--- src/rtl/rr_arbiter_onehot_if.sv ---
// rtl/rr_arbiter_onehot_if.sv - request/grant bundle for the round-robin arbiter
//
// Purpose: groups the requester-side handshake and the one-hot grant bus.
// Signals:
//   req        N  level request lines, held by each requester until served
//   done       1  owner releases the current grant (single-cycle pulse)
//   gnt        N  registered one-hot grant, all-zero when idle
//   gntValid   1  equals |gnt
//   timeoutErr 1  single-cycle pulse when the watchdog revokes a grant
// Modports: master = requester side, slave = arbiter side.
interface rr_arbiter_onehot_if #(
  parameter int N = 8
) ();
  logic [N-1:0] req;
  logic         done;
  logic [N-1:0] gnt;
  logic         gntValid;
  logic         timeoutErr;

  modport master (
    output req,
    output done,
    input  gnt,
    input  gntValid,
    input  timeoutErr
  );

  modport slave (
    input  req,
    input  done,
    output gnt,
    output gntValid,
    output timeoutErr
  );
endinterface

--- src/rtl/rr_arbiter_onehot.sv ---
// rtl/rr_arbiter_onehot.sv - registered round-robin arbiter with one-hot grant and watchdog
//
// Purpose: grants one requester at a time, scanning from a rotating pointer,
// and holds the grant until done or until the watchdog expires (TIMEOUT
// cycles, 0 disables it). The last owner becomes lowest priority.
// Ports:
//   clk  1  rising-edge clock
//   rst  1  synchronous reset, active-high
//   bus  slave modport of rr_arbiter_onehot_if (req, done, gnt, gntValid, timeoutErr)
module rr_arbiter_onehot #(
  parameter int N       = 8,
  parameter int TIMEOUT = 255
) (
  input logic               clk,
  input logic               rst,
  rr_arbiter_onehot_if.slave bus
);

  localparam int PW = (N > 1) ? $clog2(N) : 1;
  localparam int CW = (TIMEOUT > 0) ? $clog2(TIMEOUT + 1) : 1;
  localparam logic [CW-1:0] CNT_LAST = CW'(TIMEOUT - 1);

  typedef enum logic {
    IDLE = 1'b0,
    BUSY = 1'b1
  } state_t;

  state_t        state_q, state_d;
  logic [PW-1:0] ptr_q, ptr_d;
  logic [PW-1:0] own_q, own_d;
  logic [CW-1:0] cnt_q, cnt_d;
  logic [N-1:0]  gnt_q, gnt_d;
  logic          terr_q, terr_d;

  logic          pick_found;
  logic [PW-1:0] pick_idx;
  logic [PW-1:0] ptr_after;
  int            scan_j;

  // First set request at or above ptr, wrapping modulo N (N may be non power of 2).
  always_comb begin
    pick_found = 1'b0;
    pick_idx   = '0;
    scan_j     = 0;
    for (int k = 0; k < N; k++) begin
      scan_j = int'(ptr_q) + k;
      if (scan_j >= N) begin
        scan_j = scan_j - N;
      end
      if (!pick_found && bus.req[PW'(scan_j)]) begin
        pick_found = 1'b1;
        pick_idx   = PW'(scan_j);
      end
    end
  end

  // The owner drops to lowest priority once released.
  assign ptr_after = (own_q == PW'(N - 1)) ? '0 : own_q + 1'b1;

  always_comb begin
    state_d = state_q;
    ptr_d   = ptr_q;
    own_d   = own_q;
    cnt_d   = cnt_q;
    gnt_d   = gnt_q;
    terr_d  = 1'b0;
    case (state_q)
      IDLE: begin
        gnt_d = '0;
        if (pick_found) begin
          state_d = BUSY;
          own_d   = pick_idx;
          cnt_d   = '0;
          gnt_d   = N'(1) << pick_idx;
        end
      end
      BUSY: begin
        // done takes priority over a simultaneous watchdog expiry.
        if (bus.done) begin
          state_d = IDLE;
          gnt_d   = '0;
          ptr_d   = ptr_after;
        end else if ((TIMEOUT != 0) && (cnt_q == CNT_LAST)) begin
          state_d = IDLE;
          gnt_d   = '0;
          ptr_d   = ptr_after;
          terr_d  = 1'b1;
        end else if (cnt_q != {CW{1'b1}}) begin
          cnt_d = cnt_q + 1'b1;
        end
      end
      default: begin
        state_d = IDLE;
        gnt_d   = '0;
      end
    endcase
  end

  always_ff @(posedge clk) begin
    if (rst) begin
      state_q <= IDLE;
      ptr_q   <= '0;
      own_q   <= '0;
      cnt_q   <= '0;
      gnt_q   <= '0;
      terr_q  <= 1'b0;
    end else begin
      state_q <= state_d;
      ptr_q   <= ptr_d;
      own_q   <= own_d;
      cnt_q   <= cnt_d;
      gnt_q   <= gnt_d;
      terr_q  <= terr_d;
    end
  end

  assign bus.gnt        = gnt_q;
  assign bus.gntValid   = |gnt_q;
  assign bus.timeoutErr = terr_q;

endmodule

--- src/flat_wrapper.sv ---
// flat-port wrapper written by rule: the top's interface ports become plain ports
module rr_arbiter_onehot_flat 
#(
  parameter int N       = 8,
  parameter int TIMEOUT = 255
)
  (clk, rst, bus_req, bus_done, bus_gnt, bus_gntValid, bus_timeoutErr);
  rr_arbiter_onehot_if #(.N(N)) bus_i ();
  input logic clk;
  input logic rst;
  input wire logic [$bits(bus_i.req)-1:0] bus_req;
  input wire logic [$bits(bus_i.done)-1:0] bus_done;
  output wire logic [$bits(bus_i.gnt)-1:0] bus_gnt;
  output wire logic [$bits(bus_i.gntValid)-1:0] bus_gntValid;
  output wire logic [$bits(bus_i.timeoutErr)-1:0] bus_timeoutErr;
  assign bus_i.req = bus_req;
  assign bus_i.done = bus_done;
  assign bus_gnt = bus_i.gnt;
  assign bus_gntValid = bus_i.gntValid;
  assign bus_timeoutErr = bus_i.timeoutErr;
  rr_arbiter_onehot #(.N(N), .TIMEOUT(TIMEOUT)) u_core (.clk(clk), .rst(rst), .bus(bus_i));
endmodule
--- config.mk ---
export PLATFORM = sky130hd
export DESIGN_NAME = rr_arbiter_onehot_flat
export DESIGN_NICKNAME = d
export VERILOG_FILES = /design/src/rtl/rr_arbiter_onehot_if.sv /design/src/rtl/rr_arbiter_onehot.sv /design/src/flat_wrapper.sv
export SDC_FILE = /design/constraint.sdc
export NUM_CORES = 1
export LEC_CHECK = 0
export ABC_AREA = 1
export BUFFER_PORTS_ARGS = -buffer_cell sky130_fd_sc_hd__buf_2
export CORE_UTILIZATION = 63
export DETAILED_ROUTE_END_ITERATION = 8
export GPL_TIMING_DRIVEN = 0
export PLACE_DENSITY_LB_ADDON = 0.08
export SETUP_SLACK_MARGIN = 0.15
export SYNTH_ARGS = -nofsm -noshare
export SYNTH_HDL_FRONTEND = slang
export SYNTH_SLANG_ARGS = --single-unit
--- constraint.sdc ---
create_clock -name clk -period 5.05 [get_ports clk]
set_clock_uncertainty 0.1 [all_clocks]
set_input_delay 0.505 -clock clk [delete_from_list [all_inputs] [get_ports clk]]
set_output_delay 0.505 -clock clk [all_outputs]
set_load 0.05 [all_outputs]
==> metrics.md, run 1 <==
| Metric | Value |
|---|---|
| Final instance area | 2020 µm² |
| CP peak stage delay | 410 ps |
| Worst Path Required | 5150 ps |
| Final min period | 3260 ps |
| WL final | between 4000 and 5000 µm |
| # rows | 19 |
| Total gr overflow | 0 |
| Clk pwr share | 0.218 |
| Synth Flop Type | dfxtp_1 |
| Port Buffers | 20 |
| Pint | 0.000361 W |
| Cts bufs inserted | 3 |
| Vias in the first global route | ~1,700 |
| Cell taking the most area after synthesis | dfxtp_1 |
| DR vias/cell | around 5.6 |
| CP cell instances | buf_4, inv_4, buf_6, ha_1, inv_1, nand3_1, nand3_1, nand2_4, nor2_8, nand4_4, nor2_4, nand3_2, nand2_2, inv_2, o21ai_4, inv_2, nand2_1, a21oi_1 |
| Pleak | slightly below 1 nW |
| Max Cap Violations | 0 |
| Yosys cell types | 33 |
| DRT iter0 DRCs | 117 |
| First-pass GRT wire length | 7240 µm |
| Worst EP arrival | 3360 ps |
| H-tree levels | 1 |
| Clock Latency Late Sink | 310 ps |
| Post-synth EDFFs | 0 |
| Clock root buffer | clkbuf_4 |
| Finished Layout Cells | 345 |
| Gpl congestion | ~0.9 |
| WL met1 | ~2000 µm |
| Initial antenna violation count | 0 |
| 1st-pass router iterations | 5 |
| Post-synth top cells | nand2_1, nand3_1, nor2_1, dfxtp_1, inv_1 |
| Top Ports | 21 |
| Count leader, synth | nand2_1 |
| Flop pwr share | 0.341 |
| Setup-failing EPs final | 0 |
| Share of Yosys cell area claimed by the top area cell type | 0.262 |
| Largest cells by area after synthesis | dfxtp_1, nand2_1, nand3_1, nor2_1, inv_1 |
| Post_cts resized | 0 |
| Met2 routed WL | 1770 µm |
| Hold WC Path Type | primary input to register |
| Clk slew on worst S/H paths | 130 ps |
| Area post-placement | 1970 µm² |
| Fraction of layout cells with a size suffix above 1 | 0.156 |
| Cell area after synthesis | 1830 µm² |
| Hold WS | approximately 270 ps |
| Slew headroom | 0.716 |
| Core ar. | 2760 µm² |
| CP Launch Type | register |
| Sw frac | 0.423 |
| Clock sinks | 24 |
| Pwr/cell area | 309 nW/µm² |
| Crit Path Class | register to register |
| Area Overhead vs Synth | 10.4% |
| Fin nets | around 330 |
| Register area share after synthesis | 0.262 |
| Design Power | 0.000625 W |
| CP max-delay cell | ha_1 |
| Crit Path Max Fanout | 10 |
| CTS tree | built |
| Die height | 55.9 µm |
| CP Capture Type | register |
| RSZ-0062 raised after global routing | false |
| Worst Max-Slew Pin Slew | about 430 ps |
| NetSw | 0.000264 W |
| Max-slew violation count | 0 |
| Diodes inserted | 0 |
| Seq cells post-synth | 24 |
| Outcome | completed |
| Final hold vios | 0 |
| Comb pwr share | 0.441 |
| Synth Warn # | 0 |
| Starting Density | 0.665 |
| Setup_tns | 0 ps |
| Vias | a little under 2,000 |
| Largest net degree at the start of global routing | 15 |
| Highest routed layer | met4 |
| Fraction of registers with async set/reset | 0 |
| GRT Total Usage | 0.286 |
| Wirelength per Cell | about 12 µm |
| Placed cells | 341 |
| Full die area | 3130 µm² |
| Peak supply drop | 0.000342 V |
| Wire length on met3 | 279 µm |
| Period utilization | 0.645 |
| Net Count, Synth | between 300 and 400 |
| Syn_area_per_cell | 6.32 µm² |
| Setup Fix Bufs, Post-CTS | 0 |
| Hold Buf Count CTS | 0 |
| Longest Clk Path Bufs | 2 |
| Post-DP HPWL | 3180 µm |
| Detailed-route DRC error count | 0 |
| Die Wd | 55.9 µm |
| Max Freq | 0.307 GHz |
| Post-synthesis cell count | 290 |
| Antenna-violating nets left | 0 |
placed cells by master, fill, tap and decap left out, types with 5 or more instances in the layout:
master	n
xnor2_1	5
o21ai_0	8
nand2_2	5
ha_1	6
nor2_1	31
nand4_1	9
inv_1	22
a21oi_1	16
xor2_1	5
buf_2	22
dfxtp_1	24
nand3_1	39
nand2_1	84
flip-flops by register name, indices dropped and copies added (netlist names):
register and count:
u_core.bus.timeoutErr 1, u_core.own_q 3, u_core.state_q 1, u_core.bus.gnt 8
u_core.ptr_q 3, u_core.cnt_q 8
worst paths after layout:
kind                      from                    end  slack, ps  cells after the start
max            u_core.ptr_q[0]        u_core.cnt_q[3]       1790                     18
min                   bus_done  u_core.bus.timeoutErr        270                      2
max reg2reg    u_core.ptr_q[0]        u_core.cnt_q[3]       1790                     18
min reg2reg  u_core.bus.gnt[7]      u_core.bus.gnt[7]        380                      2
worst max-delay path: cells and delay by family, from the launching register on:
| family | cells | cell delay (ps) |
|---|---|---|
| AO/OA/AOI/OAI | 2 | 320 |
| AND/OR/NAND/NOR | 9 | 1090 |
| adder cells (fa/ha/maj) | 1 | 410 |
| buffers and inverters | 6 | 840 |
| flip-flops | 1 | 370 |
power groups by stage:
stage	sequential (W)	combinational, W	clock [W]
after global routing	0.000215	0.000308	0.000149
after CTS	0.000213	0.000273	0.000139
after floorplan	0.000238	0.000195	0
after global placement	0.000217	0.000268	0
after detailed placement	0.000217	0.000272	0
final	0.000213	0.000275	0.000136
area by class of cell:
class	count	area [µm²]
Inverter	28	108
Buffer	6	36.3
Multi-Input combinational cell	232	1210
Clock buffer	3	22.5
Fill cell	244	733
Tap cell	31	38.8
Clock inverter	1	30.0
Timing Repair Buffer	20	100
Sequential cell	24	480
cell families after synthesis:
logic type / after synthesis / share of synthesized area
AND/OR/NAND/NOR: 184 / 0.473
buffers and inverters: 34 / 0.0785
AO/OA/AOI/OAI: 32 / 0.0976
flip-flops: 24 / 0.262
XOR/XNOR: 10 / 0.0478
adder cells (fa/ha/maj): 6 / 0.0410
per-stage QoR:
stage	utilization	setup WS (ps)
6_report	0.734	1790
5_1_grt	0.734	1520
4_1_cts	0.734	1790
3_5_place_dp	0.715	1810
3_3_place_gp	0.715	1890
2_1_floorplan	-	2310
metal layers:
metal | track usage | vias up
li1 | - | 1002
met1 | 0.408 | 878
met2 | 0.466 | 57
met3 | 0.0442 | 6
met4 | 0.0488 | 0
met5 | 0 | -
(Power assumes the default switching activity.)
==> inputs of run 2 (changes only) <==
CORE_UTILIZATION = 53   (was 63)
clock period = 2.9 ns   (was 5.05 ns; I/O delays follow)
==> run 2 against run 1 <==
Effect of this change:
- critical path depth shrank 1
- cell count up 9.3%
- combinational power is 110% higher
- worst setup slack lost 1500 ps
- global-route usage is 2.6 points lower
- maximum frequency is 24% higher
- first-iteration DRC count up 32%
- hold slack worse by 220 ps
- non-clock buffer count grew 19
- critical path type unchanged
==> metrics.md, run 2 (same netlist as run 1, synthesis figures left out) <==
| Metric | Value |
|---|---|
| Peak supply drop | 0.000480 V (+40%) |
| Hold WC Path Type | primary input to register |
| Clk slew on worst S/H paths | 140 ps (about the same) |
| Initial antenna violation count | 0 (unchanged) |
| RSZ-0062 raised after global routing | true |
| Full die area | 3700 µm² (+18%) |
| Period utilization | 0.909 (+0.264) |
| WL final | 4670 µm (+15%) |
| Post-DP HPWL | 3220 µm (+1.4%) |
| Starting Density | 0.577 (-0.0879) |
| Fraction of layout cells with a size suffix above 1 | 0.252 (+0.0962) |
| CTS tree | built |
| Antenna-violating nets left | 0 (unchanged) |
| Clock root buffer | clkbuf_4 |
| Vias in the first global route | 1,679 (+0.12%) |
| Pwr/cell area | 509 nW/µm² (+65%) |
| Pleak | 1.11 nW (+13%) |
| Finished Layout Cells | 377 (+9.3%) |
| Final hold vios | 0 (unchanged) |
| Die height | 60.8 µm (+8.7%) |
| Final min period | 2640 ps (-622 ps) |
| Placed cells | 354 (+3.8%) |
| Pre-CTS setup slack | -268 ps (-2080 ps) |
| 1st-pass router iterations | 4 (-1) |
| Wirelength per Cell | 12.4 µm (+5.6%) |
| Worst r2r dst | u_core.cnt_q[4] |
| Worst EP arrival | 2750 ps (-610 ps) |
| GR Util met3 | 0.0512 (+0.00699) |
| Slew headroom | 0.653 (-0.0631) |
| Crit Path Class | register to register |
| Longest Clk Path Bufs | 2 (unchanged) |
| DR vias/cell | 5.40 (-4.1%) |
| CP Capture Type | register |
| H-tree levels | 1 (unchanged) |
| Commonest non-fill, non-tap cell in the layout | nand2_1 |
| Max Cap Violations | 0 (unchanged) |
| Outcome | completed |
| Worst Max-Slew Pin Slew | 520 ps (+94.6 ps) |
| Gpl congestion | 0.930 (+2.4%) |
| Max-slew violation count | 0 (unchanged) |
| Final instance area | 2330 µm² (+15%) |
| Area Overhead vs Synth | 27.0% |
| Top Ports | 21 (unchanged) |
| Setup crit end | u_core.cnt_q[4] |
| Area post-placement | 1990 µm² (+0.83%) |
| Clock sinks | 24 (unchanged) |
| Vias | 2,037 (+4.8%) |
| Setup-failing EPs final | 0 (unchanged) |
| Fin nets | 351 (+5.7%) |
| Worst Path Required | 3010 ps (-2140 ps) |
| RR Startpoint | u_core.ptr_q[0] |
| Core ar. | 3180 µm² (+15%) |
| Hold WS | 49.3 ps (-223 ps) |
| Clock Latency Late Sink | 330 ps (+20 ps) |
| Total gr overflow | 0 (unchanged) |
| Die Wd | 60.8 µm (+8.7%) |
| Met2 global-route usage | 0.422 (-0.0441) |
| Design Power | 0.00119 W (+90%) |
| Detailed-route DRC error count | 0 (unchanged) |
| Commonest cells after routing, fill and taps aside | nand2_1, nand3_1, nor2_1 |
| # rows | 20 (+1) |
| First-pass GRT wire length | 7250 µm (about the same) |
| FF-to-FF path depth | 17 (-1) |
| Cts bufs inserted | 3 (unchanged) |
| Largest net degree at the start of global routing | 15 (unchanged) |
| Global route hottest layer | met2 |
| Crit Path Max Fanout | 7 (-3) |
| Port Buffers | 20 (unchanged) |
| Max Freq | 0.379 GHz (+24%) |
| R2r setup slk | 260 ps (-1530 ps) |
| Cell count of the worst hold path | 2 (unchanged) |
| Crit path from | u_core.ptr_q[0] |
| DRT iter0 DRCs | 155 (+32%) |
| GRT Total Usage | 0.261 (-0.0256) |
| Met1 Use GR | 0.367 (-0.0402) |
| Final worst slack | 263 ps (-1530 ps) |
| CP Launch Type | register |
| Diodes inserted | 0 (unchanged) |
[run 2: cell count changes in the layout (fill, tap and decap cells not counted), sizes merged]
cell / change
buf: +19
[run 2: critical path: stages, from the launching register on]
cell	delay, ps
dfxtp_2	360
buf_6	120
inv_8	30
buf_8	120
ha_4	340
nand3_1	130
nand2_1	120
nand2_1	80
nand2_2	100
nand4_4	120
nor2_4	150
nand3_2	80
nand2_2	100
inv_4	50
o21ai_4	250
inv_4	90
nand2_1	120
a21oi_2	60
[run 2: timing repair]
action                     in CTS  in global routing
hold buffers                    0                  0
resized for setup               7                 29
pin swaps                       4                 15
setup buffers                   7                 12
setup endpoints to repair      19                 18
[run 2: where the power goes]
part / internal (W) / switching (W)
clock: 0.000140 / 0.000108
combinational: 0.000187 / 0.000380
sequential: 0.000355 / 0.0000169
[run 2: cell type report]
class	count	area [µm²]
multi-input combinational	232	1300
tap	44	55.1
fill	285	850
buffer	6	50.0
clock buffer	3	22.5
timing repair buffer	39	263
sequential	24	482
inverter	28	125
clock inverter	1	30.0
[run 2: worst min-delay path by stage]
stage,startpoint,end,slack (ps)
6_report,bus_done,u_core.bus.timeoutErr,50
5_1_grt,bus_done,u_core.bus.timeoutErr,40
4_1_cts,bus_done,u_core.bus.timeoutErr,50
3_5_place_dp,u_core.bus.gnt[7],u_core.bus.gnt[7],360
3_3_place_gp,u_core.bus.gnt[7],u_core.bus.gnt[7],360
2_1_floorplan,rst,u_core.cnt_q[1],260
[run 2: stage by stage]
step,util,setup TNS (ps)
after floorplan,-,0
after global placement,0.626,-2730
after detailed placement,0.626,-2330
after CTS,0.670,0
after global routing,0.733,0
final,0.733,0
[run 2: layer usage]
metal	routed length, µm	vias to the layer above
met4	16	0
met5	0	-
met3	275	2
li1	-	1038
met1	2230	940
met2	2150	57
==> inputs of run 3 (changes only) <==
CORE_ASPECT_RATIO = 0.8   (was default)
==> run 3 against run 2 <==
Effect of this change:
- die area is essentially flat
- largest cell class unchanged
- first-iteration DRC count shrank 16%
- non-clock buffer count shrank 10
- clock power grew 19%
- sequential power is essentially flat
- via count shrank 3.8%
- critical endpoint is now u_core.cnt_q[0]
- hold slack gained 60 ps
- maximum frequency grew 1.2%
- cell count shrank 3.7%
- clock-buffer cell count is the same
==> metrics.md, run 3 (same netlist as run 1, synthesis figures left out) <==
| Metric | Value |
|---|---|
| Hold WC Path Type | primary input to register |
| H-tree levels | 1 (unchanged) |
| WHS Endpoint | u_core.bus.timeoutErr |
| Clock Latency Late Sink | 270 ps (-60 ps) |
| Area Overhead vs Synth | 21.0% |
| Peak supply drop | 0.000498 V (+3.7%) |
| Pleak | 1.06 nW (-4.3%) |
| Layout filler cell count | 271 (-4.9%) |
| Final instance area | 2220 µm² (-4.8%) |
| Outcome | completed |
| RR Startpoint | u_core.ptr_q[0] |
| Port Buffers | 20 (unchanged) |
| Die Wd | 67.8 µm (+11%) |
| Crit path from | u_core.ptr_q[0] |
| Worst EP arrival | 2670 ps (-80 ps) |
| Multi-input gate area | 1270 µm² (-2.6%) |
| Final min period | 2610 ps (-30.7 ps) |
| Clock root buffer | clkbuf_8 |
| Worst Max-Slew Pin Slew | 435 ps (-85.3 ps) |
| Hold Path Origin | bus_done |
| Worst r2r dst | u_core.cnt_q[0] |
| Total gr overflow | 0 (unchanged) |
| 1st-pass router iterations | 5 (+1) |
| Detailed-route DRC error count | 0 (unchanged) |
| Core ar. | 3200 µm² (+0.63%) |
| Sequential Area | 483 µm² (+0.26%) |
| Diodes inserted | 0 (unchanged) |
| Crit Path Class | register to register |
| Post-DP HPWL | 3300 µm (+2.3%) |
| CP max-delay cell | dfxtp_2 |
| Initial antenna violation count | 0 (unchanged) |
| Commonest cells after routing, fill and taps aside | nand2_1, nand3_1, nor2_1 |
| Longest Clk Path Bufs | 2 (unchanged) |
| WL final | 4400 µm (-5.9%) |
| First-pass GRT wire length | 7120 µm (-1.7%) |
| Vias | 1,959 (-3.8%) |
| Area post-placement | 1980 µm² (-0.25%) |
| CP Capture Type | register |
| Setup-failing EPs final | 0 (unchanged) |
| Period utilization | 0.899 (-0.0106) |
| Setup_tns | 0 ps (unchanged) |
| Slew headroom | 0.710 (+0.0569) |
| Pre-CTS setup slack | -311 ps (-43.3 ps) |
| Fin nets | 341 (-2.8%) |
| Max-slew violation count | 0 (unchanged) |
| CP cell instances | buf_6, inv_4, buf_8, ha_4, nand3_2, nand3_2, nand2_4, nor2_8, nand4_4, nor2_4, nand3_2, nand2_4, inv_2, o21ai_4, buf_4, nand2_1, nand2_1, nor2_1 |
| Worst Path Required | 2970 ps (-40 ps) |
| DR vias/cell | 5.40 (-0.12%) |
| Fraction of layout cells with a size suffix above 1 | 0.217 (-0.0355) |
| R2r setup slk | 290 ps (+30 ps) |
| Pwr/cell area | 541 nW/µm² (+6.2%) |
| Starting Density | 0.573 (-0.00361) |
| Max Cap Violations | 0 (unchanged) |
| Final worst slack | 293 ps (+30.7 ps) |
| RSZ-0062 raised after global routing | false |
| Largest net degree at the start of global routing | 15 (unchanged) |
| DRT iter0 DRCs | 130 (-16%) |
| Hold Buf Count CTS | 0 (unchanged) |
| Cts bufs inserted | 3 (unchanged) |
| CP peak stage delay | 340 ps (-20 ps) |
| CTS tree | built |
| Wirelength per Cell | 12.1 µm (-2.2%) |
| Antenna-violating nets left | 0 (unchanged) |
| Cell count of the worst hold path | 2 (unchanged) |
| CP Launch Type | register |
| GRT Total Usage | 0.260 (-0.000568) |
| Clock sinks | 24 (unchanged) |
| FF-to-FF path depth | 18 (+1) |
| Die height | 54.6 µm (-10%) |
| Clk slew on worst S/H paths | 90 ps (-50 ps) |
| Full die area | 3700 µm² (about the same) |
| Final hold vios | 0 (unchanged) |
| Gpl congestion | 0.938 (+0.88%) |
| Max Freq | 0.384 GHz (+1.2%) |
| Commonest non-fill, non-tap cell in the layout | nand2_1 |
| Most used cell, CP | nand3_2 |
| Top Ports | 21 (unchanged) |
| # rows | 18 (-10%) |
| Vias in the first global route | 1,665 (-0.83%) |
| Crit Path Max Fanout | 7 (unchanged) |
## run 3: changes by cell type in the layout (fill, tap and decap cells not counted), moves of 3 or more
cell,before,now
buf_4,16,8
nand2_2,10,5
nand3_2,5,10
nand2_1,79,83
a21oi_1,13,16
a21oi_2,3,0
clkbuf_4,3,0
clkbuf_8,0,3
nand3_4,3,0
## run 3: per-layer routing
layer	global-route usage	routed length, µm	vias up
li1	-	-	1024
met5	0	0	-
met2	0.380	1800	60
met4	0.0709	32	0
met3	0.0667	323	7
met1	0.372	2250	868
## run 3: stage by stage
stage	utilization	instances	power, W	hold WS (ps)
after detailed placement	0.620	350	0.000853	361
after floorplan	-	290	0.000753	259
final	0.693	363	0.00120	109
after global routing	0.693	363	0.00128	110
after global placement	0.620	350	0.000850	355
after CTS	0.668	359	0.00117	108
## run 3: report_power, final
group	total, W	switching [W]	internal (W)
Combinational	0.000531	0.000366	0.000165
Sequential	0.000373	0.0000184	0.000355
Clock	0.000296	0.000111	0.000185
## run 3: worst max-delay path by stage
stage	endpoint	depth (start not counted)	slack, ps
6_report	u_core.cnt_q[0]	18	290
5_1_grt	u_core.cnt_q[2]	17	120
4_1_cts	u_core.bus.gnt[3]	17	160
3_5_place_dp	u_core.cnt_q[6]	18	-310
3_3_place_gp	u_core.cnt_q[7]	18	-310
2_1_floorplan	u_core.cnt_q[3]	18	160
## run 3: what timing repair did
| item | CTS | global route |
|---|---|---|
| buffers inserted | 5 | 4 |
| endpoints found under the setup margin | 19 | 19 |
| pin swaps | 2 | 7 |
| gates resized for setup | 8 | 15 |
## run 3: area by class of cell
type,count,share of cell area
Buffer,6,0.0226
Clock buffer,3,0.0186
Clock inverter,1,0.0135
Inverter,28,0.0519
Multi-Input combinational cell,232,0.572
Sequential cell,24,0.218
Tap cell,40,0.0226
Timing Repair Buffer,29,0.0813
## run 3: critical path, delay by kind of cell, from the launching register on
kind	cells	cell delay [ps]
buffers and inverters	5	490
AO/OA/AOI/OAI	1	190
AND/OR/NAND/NOR	11	1010
flip-flops	1	340
adder cells (fa/ha/maj)	1	330
